--- src/rtl/siso_tx_ctrl_pkg.sv ---
// Shared constants for the serial transmit controller: FSM encoding and
// default frame geometry.
package siso_tx_ctrl_pkg;

  localparam logic [1:0] ST_IDLE  = 2'd0;
  localparam logic [1:0] ST_SHIFT = 2'd1;
  localparam logic [1:0] ST_GAP   = 2'd2;

  localparam int WIDTH_DEF = 4;
  localparam int GAP_DEF   = 1;

  // Width of the gap counter; a zero gap still needs a legal 1-bit vector.
  function automatic int gap_cnt_width(input int gap);
    return (gap > 0) ? (($clog2(gap + 1) > 0) ? $clog2(gap + 1) : 1) : 1;
  endfunction

endpackage

--- src/rtl/siso_shift_core.sv ---
// WIDTH-bit right-shift register, zero-filled at the MSB, LSB driven on so.
// Load has priority over shift so a new word can chain onto the last bit.
module siso_shift_core #(
  parameter int WIDTH = 4
) (
  input  logic             clk,
  input  logic             clear_n,
  input  logic             load,
  input  logic             shift_en,
  input  logic [WIDTH-1:0] din,
  output logic             so
);

  logic [WIDTH-1:0] sreg_r;

  // Shift register: clear, parallel load, or right shift.
  always_ff @(posedge clk) begin
    if (!clear_n) begin
      sreg_r <= {WIDTH{1'b0}};
    end else if (load) begin
      sreg_r <= din;
    end else if (shift_en) begin
      sreg_r <= {1'b0, sreg_r[WIDTH-1:1]};
    end else begin
      sreg_r <= sreg_r;
    end
  end

  assign so = sreg_r[0];

endmodule

--- src/rtl/siso_tx_ctrl.sv ---
// Serial transmit sequencer: accepts parallel words over valid/ready, shifts
// them out LSB-first with sof/eof strobes, pause stalls and an idle gap.
module siso_tx_ctrl
  import siso_tx_ctrl_pkg::*;
#(
  parameter int WIDTH = WIDTH_DEF,
  parameter int GAP   = GAP_DEF
) (
  input  logic             clk,
  input  logic             clear_n,
  input  logic             in_valid,
  output logic             in_ready,
  input  logic [WIDTH-1:0] in_data,
  input  logic             pause,
  output logic             so,
  output logic             so_valid,
  output logic             sof,
  output logic             eof,
  output logic             busy
);

  localparam int BCW      = $clog2(WIDTH);
  localparam int GCW      = gap_cnt_width(GAP);
  localparam int GAP_LAST = (GAP > 0) ? GAP - 1 : 0;

  logic [1:0]     state_r;
  logic [BCW-1:0] bit_cnt_r;
  logic [GCW-1:0] gap_cnt_r;

  logic last_bit_s;
  logic accept_s;
  logic shift_en_s;
  logic core_so_s;

  assign last_bit_s = (state_r == ST_SHIFT) && (bit_cnt_r == BCW'(WIDTH - 1));
  assign accept_s   = in_valid && in_ready;
  assign shift_en_s = clear_n && (state_r == ST_SHIFT) && !pause;

  siso_shift_core #(
    .WIDTH (WIDTH)
  ) u_core (
    .clk      (clk),
    .clear_n  (clear_n),
    .load     (accept_s),
    .shift_en (shift_en_s),
    .din      (in_data),
    .so       (core_so_s)
  );

  // Output decode; everything is forced low while clear_n is asserted.
  always_comb begin
    in_ready = 1'b0;
    so       = 1'b0;
    so_valid = 1'b0;
    sof      = 1'b0;
    eof      = 1'b0;
    busy     = 1'b0;
    if (!clear_n) begin
      in_ready = 1'b0;
    end else begin
      busy = (state_r != ST_IDLE);
      case (state_r)
        ST_IDLE: begin
          in_ready = 1'b1;
        end
        ST_SHIFT: begin
          // Chaining is only possible with no gap and a non-stalled last bit.
          in_ready = last_bit_s && !pause && (GAP == 0);
          so       = core_so_s;
          so_valid = !pause;
          sof      = !pause && (bit_cnt_r == {BCW{1'b0}});
          eof      = !pause && last_bit_s;
        end
        ST_GAP: begin
          in_ready = 1'b0;
        end
        default: begin
          in_ready = 1'b0;
        end
      endcase
    end
  end

  // FSM and counters; pause freezes SHIFT only, GAP keeps counting.
  always_ff @(posedge clk) begin
    if (!clear_n) begin
      state_r   <= ST_IDLE;
      bit_cnt_r <= {BCW{1'b0}};
      gap_cnt_r <= {GCW{1'b0}};
    end else begin
      case (state_r)
        ST_IDLE: begin
          if (accept_s) begin
            state_r   <= ST_SHIFT;
            bit_cnt_r <= {BCW{1'b0}};
          end else begin
            state_r   <= ST_IDLE;
          end
        end
        ST_SHIFT: begin
          if (pause) begin
            state_r <= ST_SHIFT;
          end else if (last_bit_s) begin
            bit_cnt_r <= {BCW{1'b0}};
            if (GAP > 0) begin
              state_r   <= ST_GAP;
              gap_cnt_r <= {GCW{1'b0}};
            end else if (accept_s) begin
              state_r <= ST_SHIFT;
            end else begin
              state_r <= ST_IDLE;
            end
          end else begin
            bit_cnt_r <= bit_cnt_r + BCW'(1);
          end
        end
        ST_GAP: begin
          if (gap_cnt_r == GCW'(GAP_LAST)) begin
            state_r   <= ST_IDLE;
            gap_cnt_r <= {GCW{1'b0}};
          end else begin
            gap_cnt_r <= gap_cnt_r + GCW'(1);
          end
        end
        default: begin
          state_r   <= ST_IDLE;
          bit_cnt_r <= {BCW{1'b0}};
          gap_cnt_r <= {GCW{1'b0}};
        end
      endcase
    end
  end

endmodule
--- config.mk ---
export PLATFORM = sky130hd
export DESIGN_NAME = siso_tx_ctrl
export DESIGN_NICKNAME = d
export VERILOG_FILES = /design/src/rtl/siso_tx_ctrl_pkg.sv /design/src/rtl/siso_shift_core.sv /design/src/rtl/siso_tx_ctrl.sv
export SDC_FILE = /design/constraint.sdc
export NUM_CORES = 1
export LEC_CHECK = 0
export ABC_CLOCK_PERIOD_IN_PS = 2450
export CORE_AREA = 3 3 40 42
export CTS_CLUSTER_SIZE = 16
export DETAILED_ROUTE_END_ITERATION = 10
export DIE_AREA = 0 0 43 45
export PLACE_DENSITY = 0.68
export SYNTH_ARGS = -nofsm -noshare
export SYNTH_HDL_FRONTEND = slang
export SYNTH_HIERARCHICAL = 1
export SYNTH_SLANG_ARGS = --single-unit
--- constraint.sdc ---
create_clock -name clk -period 2.45 [get_ports clk]
set_input_delay 0.49 -clock clk [delete_from_list [all_inputs] [get_ports clk]]
set_output_delay 0.49 -clock clk [all_outputs]
set_load 0.05 [all_outputs]
== Yosys cells after proc, flatten, opt, wreduce, memory -nomap -nowiden ==
Cells that the tools add are included.

* Logic and storage cells: 56
* Output and inout bits: 6
* Input bits: 8
* Flip-flop bits (word level): 9

* Mux-type cells: 26
* Reduce and logical (&&, ||, !) cells: 14
* Add/sub/neg operators: 2
* Bitwise operators: 2
* Eq/ne operators: 8

{| class="wikitable"
|+ Operators with widths
! cell !! count
|-
| 1-bit two-way mux || 15
|-
| 2-bit two-way mux || 6
|-
| 2-bit one-hot mux with 3 select lines || 2
|-
| 4-bit two-way mux || 2
|-
| 2-bit inequality test (second input constant) || 4
|-
| 1-bit logical AND || 6
|-
| 3-bit AND reduction || 2
|-
| 2-bit equality test (second input constant) || 2
|-
| 2-bit zero test || 2
|-
| 2-bit nonzero test || 2
|-
| 3-bit inequality test (second input constant) || 1
|-
| 1-bit one-hot mux with 3 select lines || 1
|-
| 2-bit by 1-bit adder with 2-bit output (second input constant) || 1
|-
| 2-bit by 1-bit equality test with 1-bit output (second input constant) || 1
|-
| 1-bit inverter || 2
|-
| 2-bit AND reduction || 1
|-
| 1-bit adder (second input constant) || 1
|-
| 1-bit zero test || 1
|}

== Longest topological paths before layout ==
* Word-level depth: 6
* Gate-level depth with buffers: 5

== Hierarchy ==
Netlist, hierarchy kept.

{| class="wikitable"
|+ By module, submodules not included
! module !! instances !! cells each !! seq. area each (µm²) !! area each (µm²)
|-
| siso_tx_ctrl || 1 || 28 || 80.1 || 259.0
|-
| siso_shift_core || 1 || 16 || 80.1 || 186.4
|}

== Worst setup path after synthesis ==
No wires, ideal clock.

* Path kind: input to output
* Start: in clear_n
* End: out so_valid
* Path buffers: 0
* Setup slack: 0.253 ns
* Arrival time: 1.707 ns
* Stages: 2
* Required time: 1.960 ns
* Cells stage by stage: nand2b_4 nor3b_1

* Word-level cells in the longest chain between the ends: 1

{| class="wikitable"
|+ RTL lines
! element !! line !! text
|-
| start, declared || siso_tx_ctrl.sv:10 || <nowiki>input logic clear_n,</nowiki>
|-
| 1-bit two-way mux || siso_tx_ctrl.sv:58 || <nowiki>if (!clear_n) begin</nowiki>
|-
| end, declared || siso_tx_ctrl.sv:16 || <nowiki>output logic so_valid,</nowiki>
|}

No other way between the ends.

== Worst setup path in the final report ==
* Start: in clear_n
* End: out eof

* Word-level cells in the longest chain between the ends: 1

{| class="wikitable"
|+ RTL lines
! element !! line !! text
|-
| 1-bit two-way mux || siso_tx_ctrl.sv:58 ||
|-
| end, declared || siso_tx_ctrl.sv:18 || <nowiki>output logic eof,</nowiki>
|}

No other way between the ends.

==> summary.txt <==
Job
  – Max Cap Viol: 0

Timing
  – Final setup vio count: 0
  – Tcrit/Tclk final: roughly nine tenths
  – Final WS setup: 0.271 ns
  – Slew HR: 74.1%
  – Hold Slack: 0.530 ns
  – Setup TNS: 0 ns
  – Unrepaired setup endpoints after global routing: no
  – Clock period minus worst slack: 2.18 ns
  – Max Clock Freq: 459 MHz
  – Worst slew pin tran: 0.388 ns
  – Post-route clock skew: 0.00292 ns
  – Max-slew violations: 0
  – Final Hold Viols: 0

Routing
  – DR iter-0 viols: 2
  – Vias: 369
  – Wire length per cell: 11.2 um
  – DRT Pass-1 Iters: 4
  – Post-route ant nets: 0
  – Final wirelength: 853 um
  – Vias per cell: 4.86
  – Drt drc: 0

Synth
  – Post-synthesis instance area: 445 um^2
  – Sequential share of the synthesized area: 36.0%
  – Flops & latches, synth: 8
  – Post-Syn Area per Cell: 10.1 um^2
  – Syn Inst Count: 44
  – Synth area leaders: dfxtp_1 36%, mux2_2 7.6%, o211a_1 6.7%
  – Top cell type by total area after synthesis: dfxtp_1
  – Top cell type's share of synthesized area: 36.0%
  – Syn Nets: 54
  – Netlist cell types: 21
  – Synth warnings: 6

Critical path
  – Critical Path Source: clear_n
  – CP required: 1.96 ns
  – CP Max Fanout: 4
  – Setup CP Type: in2out
  – CP endpoint: eof
  – Worst-case reg-to-reg path depth: 4
  – FF-to-FF setup slack: 0.89 ns
  – Crit start category: primary input
  – RR Endpoint: u_core/sreg_r[2]
  – Reg2reg start: state_r[0]
  – Worst Path Arrival: 1.69 ns
  – Worst setup EP type: output pin

Clocking
  – Max H-tree Level: 1
  – Insertion delay to the later sink of the worst-skew pair: ~0.25 ns
  – # hold bufs at CTS: 0
  – # Post-CTS Setup Buffers: 0
  – CTS tree: done
  – Clk pin slew, worst setup/hold paths: 0.05 ns
  – Total clock sinks: 8
  – Max Buffers Root-to-Sink: 2
  – CTS resizes: 0
  – CTS Root Cell: clkbuf_4
  – TritonCTS Buffers: 3

Placement
  – Routability Congestion: 0.724
  – HPWL Detailed: 662 um
  – PortBufs: 13
  – Pre-CTS worst setup slack: 0.270 ns

Pwr
  – Gate power share: 22.8%
  – Pwr Density: 451 nW/um^2
  – Flop pwr share: 45.9%
  – Clock network power share: 31.3%
  – Switching share of power: 25.1%
  – Psw: 77.7 uW
  – Tot Pwr: 310 uW
  – Static Leak: 0.307 nW
  – Int Pwr: 232 uW
  – Max VDD drop: around 0.32 mV

Floorplan
  – Die ar.: 1940 um^2
  – Num rows: 13
  – # IOs: 14
  – Die W: 43 um
  – Starting density of the core: about 35%
  – Die H: between 40 and 50 um
  – Core footprint: 1280 um^2

Outcome
  – Status: completed

Hold path
  – Hold Path Class: reg2reg

Global routing
  – Grt ovf: 0
  – Total track usage: 10.6%
  – Pin count of the biggest net entering global routing: 10
  – Vias in the first global route: between 300 and 400
  – First-pass GRT wire length: 1480 um
  – Initial antenna violation count: 0

Cells and area
  – Post-layout util: 53.5%
  – Nets: 73
  – Synthesis-to-layout area growth: 54.2%
  – Fillers: 122
  – Layout cell share with drive strength beyond 1: ~28%
  – Ant diodes: 0
==> through the flow <==
step / area, um^2 / instances
after floorplan: 445 / 44
after global placement: 664 / 73
after detailed placement: 664 / 73
after CTS: 687 / 76
after global routing: 687 / 76
final: 687 / 76
==> power by group through the flow <==
stage,Combinational (mW),Clock (mW),Sequential [mW]
2_1_floorplan,0.0384,0,0.141
3_3_place_gp,0.0711,0,0.144
3_5_place_dp,0.0714,0,0.144
4_1_cts,0.0716,0.104,0.142
5_1_grt,0.0761,0.113,0.143
6_report,0.0707,0.0969,0.142
==> worst min path at each step <==
stage                       from           end  slack, ns  depth (start not counted)
floorplan           bit_cnt_r[1]  bit_cnt_r[1]       0.50                          1
global placement    bit_cnt_r[1]  bit_cnt_r[1]       0.52                          1
detailed placement  bit_cnt_r[1]  bit_cnt_r[1]       0.52                          1
CTS                 bit_cnt_r[1]  bit_cnt_r[1]       0.54                          1
global route        bit_cnt_r[1]  bit_cnt_r[1]       0.55                          1
finish              bit_cnt_r[1]  bit_cnt_r[1]       0.53                          1
==> cells in the mapped netlist (all sizes together) <==
library cell / n
dfxtp: 8
and2: 4
mux2: 3
nand2: 3
nor2: 3
o211a: 3
or2b: 3
a32o: 2
ha: 2
inv: 2
nor3b: 2
o22ai: 2
a21boi: 1
and4b: 1
buf: 1
nand2b: 1
nor2b: 1
o21a: 1
or3b: 1
==> routing by layer <==
metal / wire length (um) / vias up / share of wire, % / global-route usage (%)
met5: 0 / - / 0 / 0
met4: 8 / 0 / 0.94 / 9.04
met3: 67 / 2 / 7.9 / 2.79
met2: 401 / 12 / 47 / 16.8
met1: 376 / 161 / 44 / 11.9
li1: - / 194 / - / -
==> kinds of logic after synthesis <==
family / synth area share, %
AOI/OAI and AO/OA: 17.7
adders and majority gates: 5.62
buffers and inverters: 2.81
DFF: 36.0
muxes: 7.58
and+or+nand+nor: 30.3
==> registers in the layout (all words and copies together), names as in the netlist <==
register / flops
u_core/sreg_r: 4
state_r: 2
bit_cnt_r: 2
==> layout make-up <==
type / instances / area (um^2) / share of cell area (%)
tap: 15 / 18.8 / 2.73
clock buffer: 3 / 22.5 / 3.28
sequential: 8 / 160 / 23.3
inverter: 2 / 7.51 / 1.09
timing repair buffer: 15 / 205 / 29.9
multi-input combinational: 33 / 273 / 39.7
==> critical path, cell delays in order <==
cell             delay (ns)
clkdlybuf4s50_1        0.52
nand2b_4               0.08
nor3b_4                0.22
and2_1                 0.22
buf_12                 0.15
==> layout by cell type (no fill, tap or decap), drive strengths merged <==
master         instances
nor2b                  1
inv                    2
nand2                  3
dfxtp                  8
and2                   4
clkdlybuf4s50          7
mux2                   3
o21a                   1
a32o                   2
a21boi                 1
ha                     2
nor2                   3
and4b                  1
buf                    8
nand2b                 1
o211a                  3
or2b                   3
or3b                   1
clkbuf                 3
nor3b                  2
o22ai                  2
Note: power is estimated with default switching activity, not from simulation.
